`config.mk`:
```
export PLATFORM = sky130hd
export DESIGN_NAME = color_box_detect
export DESIGN_NICKNAME = d
export VERILOG_FILES = /design/src/rtl/color_box_detect.sv
export SDC_FILE = /design/constraint.sdc
export NUM_CORES = 1
export LEC_CHECK = 0
export ABC_AREA = 1
export BUFFER_PORTS_ARGS = -buffer_cell sky130_fd_sc_hd__buf_2
export CAP_MARGIN = 5
export CORE_ASPECT_RATIO = 0.75
export CORE_MARGIN = 4
export CORE_UTILIZATION = 44
export DETAILED_ROUTE_END_ITERATION = 8
export HOLD_SLACK_MARGIN = 0.12
export PLACE_DENSITY = 0.63
export SYNTH_ARGS = -nofsm -noshare
export SYNTH_HDL_FRONTEND = slang
export SYNTH_SLANG_ARGS = --single-unit
```
`constraint.sdc`:
```
create_clock -name i_pclk -period 7 [get_ports i_pclk]
set_clock_uncertainty 0.15 [all_clocks]
set_input_delay 1.05 -clock i_pclk [delete_from_list [all_inputs] [get_ports i_pclk]]
set_output_delay 1.05 -clock i_pclk [all_outputs]
set_load 0.05 [all_outputs]
```
`src/rtl/color_box_detect.sv`:
```
// Colour-window bounding-box detector.
// Classifies each RGB444 pixel against a per-channel window latched at start of frame.
// Accumulates the bounding box and match count of matching pixels.
// Publishes the closed frame's result when the next start-of-frame arrives.
module color_box_detect #(
    parameter int IMG_WIDTH  = 640,
    parameter int IMG_HEIGHT = 480,
    localparam int XW = $clog2(IMG_WIDTH),
    localparam int YW = $clog2(IMG_HEIGHT),
    localparam int CW = $clog2(IMG_WIDTH * IMG_HEIGHT + 1)
) (
    input  logic          i_pclk,
    input  logic          i_rst,
    input  logic          i_sof,
    input  logic          i_wr,
    input  logic [11:0]   i_wdata,
    input  logic [3:0]    i_r_min,
    input  logic [3:0]    i_r_max,
    input  logic [3:0]    i_g_min,
    input  logic [3:0]    i_g_max,
    input  logic [3:0]    i_b_min,
    input  logic [3:0]    i_b_max,
    output logic          o_match,
    output logic          o_match_valid,
    output logic          o_box_valid,
    output logic          o_found,
    output logic [XW-1:0] o_x_min,
    output logic [XW-1:0] o_x_max,
    output logic [YW-1:0] o_y_min,
    output logic [YW-1:0] o_y_max,
    output logic [CW-1:0] o_count,
    output logic          o_overrun
);

    localparam logic [XW-1:0] X_LAST = XW'(IMG_WIDTH - 1);
    localparam logic [YW-1:0] Y_LAST = YW'(IMG_HEIGHT - 1);

    typedef enum logic {IDLE, ACTIVE} state_t;
    state_t state;

    // Shadow thresholds
    logic [3:0] sh_r_min, sh_r_max, sh_g_min, sh_g_max, sh_b_min, sh_b_max;

    // Position counters; full marks that every in-range position has been used
    logic [XW-1:0] x_cnt;
    logic [YW-1:0] y_cnt;
    logic          full;

    // Frame accumulators
    logic          acc_found;
    logic [XW-1:0] acc_x_min, acc_x_max;
    logic [YW-1:0] acc_y_min, acc_y_max;
    logic [CW-1:0] acc_count;
    logic          acc_ovr;

    // Combinational next-state values
    logic [3:0]    th_r_min, th_r_max, th_g_min, th_g_max, th_b_min, th_b_max;
    logic          accept, pix_match, hit;
    logic [XW-1:0] cur_x, nxt_x;
    logic [YW-1:0] cur_y, nxt_y;
    logic          cur_full, nxt_full;
    logic          base_found, nxt_found;
    logic [XW-1:0] base_x_min, base_x_max, nxt_x_min, nxt_x_max;
    logic [YW-1:0] base_y_min, base_y_max, nxt_y_min, nxt_y_max;
    logic [CW-1:0] base_count, nxt_count;
    logic          base_ovr, nxt_ovr;

    // Classify the incoming pixel and compute next counter/accumulator values.
    // A pixel coincident with sof belongs to the new frame: it sees the incoming
    // thresholds and starts from cleared counters and accumulators.
    always_comb begin
        th_r_min = i_sof ? i_r_min : sh_r_min;
        th_r_max = i_sof ? i_r_max : sh_r_max;
        th_g_min = i_sof ? i_g_min : sh_g_min;
        th_g_max = i_sof ? i_g_max : sh_g_max;
        th_b_min = i_sof ? i_b_min : sh_b_min;
        th_b_max = i_sof ? i_b_max : sh_b_max;

        accept    = i_wr && ((state == ACTIVE) || i_sof);
        pix_match = (th_r_min <= i_wdata[11:8]) && (i_wdata[11:8] <= th_r_max) &&
                    (th_g_min <= i_wdata[7:4])  && (i_wdata[7:4]  <= th_g_max) &&
                    (th_b_min <= i_wdata[3:0])  && (i_wdata[3:0]  <= th_b_max);

        cur_x      = i_sof ? '0   : x_cnt;
        cur_y      = i_sof ? '0   : y_cnt;
        cur_full   = i_sof ? 1'b0 : full;
        base_found = i_sof ? 1'b0 : acc_found;
        base_x_min = i_sof ? '0   : acc_x_min;
        base_x_max = i_sof ? '0   : acc_x_max;
        base_y_min = i_sof ? '0   : acc_y_min;
        base_y_max = i_sof ? '0   : acc_y_max;
        base_count = i_sof ? '0   : acc_count;
        base_ovr   = i_sof ? 1'b0 : acc_ovr;

        hit = accept && !cur_full && pix_match;

        nxt_x    = cur_x;
        nxt_y    = cur_y;
        nxt_full = cur_full;
        if (accept && !cur_full) begin
            if (cur_x == X_LAST) begin
                nxt_x = '0;
                if (cur_y == Y_LAST)
                    nxt_full = 1'b1;
                else
                    nxt_y = cur_y + YW'(1);
            end else begin
                nxt_x = cur_x + XW'(1);
            end
        end

        nxt_ovr   = base_ovr | (accept & cur_full);
        nxt_found = base_found | hit;
        nxt_count = base_count + CW'(hit);

        nxt_x_min = base_x_min;
        nxt_x_max = base_x_max;
        nxt_y_min = base_y_min;
        nxt_y_max = base_y_max;
        if (hit) begin
            if (!base_found) begin
                nxt_x_min = cur_x;
                nxt_x_max = cur_x;
                nxt_y_min = cur_y;
                nxt_y_max = cur_y;
            end else begin
                if (cur_x < base_x_min) nxt_x_min = cur_x;
                if (cur_x > base_x_max) nxt_x_max = cur_x;
                if (cur_y < base_y_min) nxt_y_min = cur_y;
                if (cur_y > base_y_max) nxt_y_max = cur_y;
            end
        end
    end

    // FSM, shadow thresholds, position counters and frame accumulators.
    always_ff @(posedge i_pclk or posedge i_rst) begin
        if (i_rst) begin
            state     <= IDLE;
            sh_r_min  <= '0;
            sh_r_max  <= '0;
            sh_g_min  <= '0;
            sh_g_max  <= '0;
            sh_b_min  <= '0;
            sh_b_max  <= '0;
            x_cnt     <= '0;
            y_cnt     <= '0;
            full      <= 1'b0;
            acc_found <= 1'b0;
            acc_x_min <= '0;
            acc_x_max <= '0;
            acc_y_min <= '0;
            acc_y_max <= '0;
            acc_count <= '0;
            acc_ovr   <= 1'b0;
        end else begin
            if (i_sof) begin
                state    <= ACTIVE;
                sh_r_min <= i_r_min;
                sh_r_max <= i_r_max;
                sh_g_min <= i_g_min;
                sh_g_max <= i_g_max;
                sh_b_min <= i_b_min;
                sh_b_max <= i_b_max;
            end
            x_cnt     <= nxt_x;
            y_cnt     <= nxt_y;
            full      <= nxt_full;
            acc_found <= nxt_found;
            acc_x_min <= nxt_x_min;
            acc_x_max <= nxt_x_max;
            acc_y_min <= nxt_y_min;
            acc_y_max <= nxt_y_max;
            acc_count <= nxt_count;
            acc_ovr   <= nxt_ovr;
        end
    end

    // Registered per-pixel flag and frame-result publication on sof in ACTIVE.
    always_ff @(posedge i_pclk or posedge i_rst) begin
        if (i_rst) begin
            o_match       <= 1'b0;
            o_match_valid <= 1'b0;
            o_box_valid   <= 1'b0;
            o_found       <= 1'b0;
            o_x_min       <= '0;
            o_x_max       <= '0;
            o_y_min       <= '0;
            o_y_max       <= '0;
            o_count       <= '0;
            o_overrun     <= 1'b0;
        end else begin
            o_match       <= hit;
            o_match_valid <= accept;
            o_box_valid   <= i_sof && (state == ACTIVE);
            if (i_sof && (state == ACTIVE)) begin
                o_found   <= acc_found;
                o_x_min   <= acc_x_min;
                o_x_max   <= acc_x_max;
                o_y_min   <= acc_y_min;
                o_y_max   <= acc_y_max;
                o_count   <= acc_count;
                o_overrun <= acc_ovr;
            end
        end
    end

endmodule

```
==> metrics.cfg <==
[status]
status = completed

[floorplanning]
die_w_microns = 177
die_y_microns = 134
start_util_pct = 45.5
rows = 45
ios = 102
die-area_sq_mm = 0.0237
core_area_sq_mm = 0.0206

[timing]
fmax_mhz = 210
tightest_slew_ns = 0.947
finalSetupTns_ns = 0
min_period_ns = 4.77
slew-limit-headroom_pct = 36.9
fin_crit_sh_pct = 68.2
rsz0062_at_grt = no
finalHoldViolCount = 0
drv_slew = 0
setup_viol = 0

[clocking]
path_clk_slew_ns = 0.07
cts_tree = done
cts_resized = 0
hold_buffers = 0
clkLatencyLatePin_ns = 0.44
cts_setup_buffers = 0
cts_sinks = 166
cts_buffer_depth = 2
cts-root-buf = clkbuf_16
numCtsBuffers = 17
htreeDepth = 4

[setup_path]
worstSetupStartpointType = input pin
crit_end = acc_count[14]$_DFF_PP0_
critPathMaxFanout = 41
reg2regPathDepth = 20
cp.arrival_ns = 4.95
end_kind = flip-flop
cp-startpoint = i_sof
worstPathRequired_ns = 7.18
rrSetupSlack_ns = 3.20
reg2reg_to = acc_count[14]$_DFF_PP0_
critPathKind = input pin to flip-flop
r2r-start = sh_g_max[3]$_DFF_PP0_

[synth]
synth_fp_nets = 1315
synth_seq_area_share_pct = 44.3
synth_area_sq_mm = 0.00938
synth-edff-count = 0
yosys_most_used_dff = dfrtp_1
synth_most_common_cell = nand2_1
synthCells = 1211
yosysTopAreaCell = dfrtp_1
ys_ff_latch = 166
synth.area.top_cells = dfrtp_1 (44%), nand2_1 (14%), ha_1 (8.5%)
synth.distinct_cells = 38
yosys_warnings = 0
avgSynthCellArea_sq_um = 7.74
async_flop_share_pct = 100
synth_common_cells = nand2_1 (356), inv_1 (170), dfrtp_1 (166)
synth_top_area_share_pct = 44.3

[global_route]
grt_pass1_vias = 7359
grt_use_met2_pct = 28.0
use_met1_pct = 31.5
met3_usage_pct = 4.82
antenna_found_initial = 0
track_usage_pct = 20.2
grt-busiest-layer = met1
overflow = 0
grt_pass1_wl_microns = 38600
grt_start_max_net_pins = 108

[routing]
drc_errors = 0
avgViaCountPerCell = 4.97
routedWlPerCell_microns = 14.5
ant_nets = 0
num_vias = 7921
wirelength_microns = 23100
drt_iter0_drc = 696
drtPass1Iterations = 5

[pwr]
power.density_mw_per_mm2 = 235
total_power_mw = 2.51
max-vdd-ir-drop_mv = 0.175
leakagePower_nw = 5.84

[finish]
instances_no_fill = 1595
drive_gt1_share_pct = 14.1
antenna_cells = 0
area_growth_syn_to_layout_pct = 14.0
layout.nets = 1404

[place]
dpl.hpwl_microns = 16600
dp_cells = 1563
routabilityCongestion = 0.900
port_buffers = 101

[run]
max_cap_viol_count = 0

[worst_hold_path]
hold_class = flip-flop to flip-flop

-- worst max-delay path, cell delays in order --
cell	delay (ns)
buf_2	0.14
buf_4	0.43
buf_4	0.47
nor2_1	0.16
nor2_4	0.35
nand2_1	0.09
nor2_1	0.10
nand2_1	0.05
buf_4	0.25
inv_2	0.39
ha_1	0.25
ha_1	0.16
inv_1	0.08
nor3_4	0.22
nand3_1	0.20
nor2_2	0.23
nand4_1	0.14
xor2_1	0.16
-- cell families after synthesis --
kind of cell / share of synthesized area [%]
compound gates: 7.39
xor+xnor: 1.96
fa+ha+maj: 8.54
buf+inv: 8.98
flops: 44.3
simple gates: 28.8
-- through the flow --
step / hold slack [ns] / util, % / setup WS [ns] / instance area, sq um
after floorplan: 0.267 / - / 1.31 / 9380
after global placement: 0.280 / 49.1 / 1.91 / 10100
after detailed placement: 0.285 / 49.1 / 1.82 / 10100
after CTS: 0.294 / 51.9 / 2.26 / 10700
after global routing: 0.336 / 51.9 / 1.91 / 10700
final: 0.292 / 51.9 / 2.23 / 10700
-- layer usage --
layer / vias up / share of wire (%) / wire [microns]
met2: 204 / 40 / 9360
li1: 4006 / - / -
met5: - / 0 / 0
met4: 0 / 1.0 / 236
met1: 3689 / 52 / 12000
met3: 22 / 6.6 / 1540
-- registers in the layout, summed over array words and instances (netlist names), 4 cells and up --
signal     flops
sh_b_max       4
o_y_max        9
sh_g_min       4
acc_count     19
o_x_max       10
acc_y_max      9
sh_r_min       4
sh_r_max       4
sh_g_max       4
x_cnt         10
o_x_min       10
acc_y_min      9
acc_x_min     10
acc_x_max     10
sh_b_min       4
o_y_min        9
y_cnt          9
o_count       19
-- final cells by class --
class	count	area, sq um
Clock buffer	17	425
Clock inverter	15	160
Fill cell	1977	9910
Inverter	172	656
Multi-Input combinational cell	835	4390
Sequential cell	166	4150
Tap cell	282	353
Timing Repair Buffer	108	558
-- cells in the final DEF, fill, tap and decap left out, types with 6 or more instances in the layout --
cell type  netlist  final
inv_6            1      6
a21boi_1        16     16
xor2_1          15     15
dfrtp_1        166    166
buf_4            1      7
nand4_1         26     26
nor2_1         109    109
nor3_1          11     11
nand2_1        356    355
xnor2_1          6      6
clkbuf_16        0     17
inv_1          170    169
nand3_1         78     78
ha_1            64     64
a21oi_1         31     31
nor2_2           9      9
or2_2           12     12
o21ai_0         73     73
buf_2           12    101
-- power by group --
group | total [mW] | internal (mW) | switching [mW]
combinational | 0.517 | 0.143 | 0.374
clock | 0.947 | 0.506 | 0.441
sequential | 1.05 | 1.02 | 0.0318
-- worst min-delay path by stage --
stage	start	endpoint	slack (ns)	depth (start not counted)
5_1_grt	acc_count[4]$_DFF_PP0_	acc_count[4]$_DFF_PP0_	0.34	1
3_5_place_dp	acc_count[3]$_DFF_PP0_	acc_count[3]$_DFF_PP0_	0.29	1
2_1_floorplan	acc_count[3]$_DFF_PP0_	acc_count[3]$_DFF_PP0_	0.27	1
3_3_place_gp	acc_count[3]$_DFF_PP0_	acc_count[3]$_DFF_PP0_	0.28	1
6_report	acc_count[3]$_DFF_PP0_	acc_count[3]$_DFF_PP0_	0.29	1
4_1_cts	acc_count[3]$_DFF_PP0_	acc_count[3]$_DFF_PP0_	0.29	1
(Power assumes the default switching activity.)
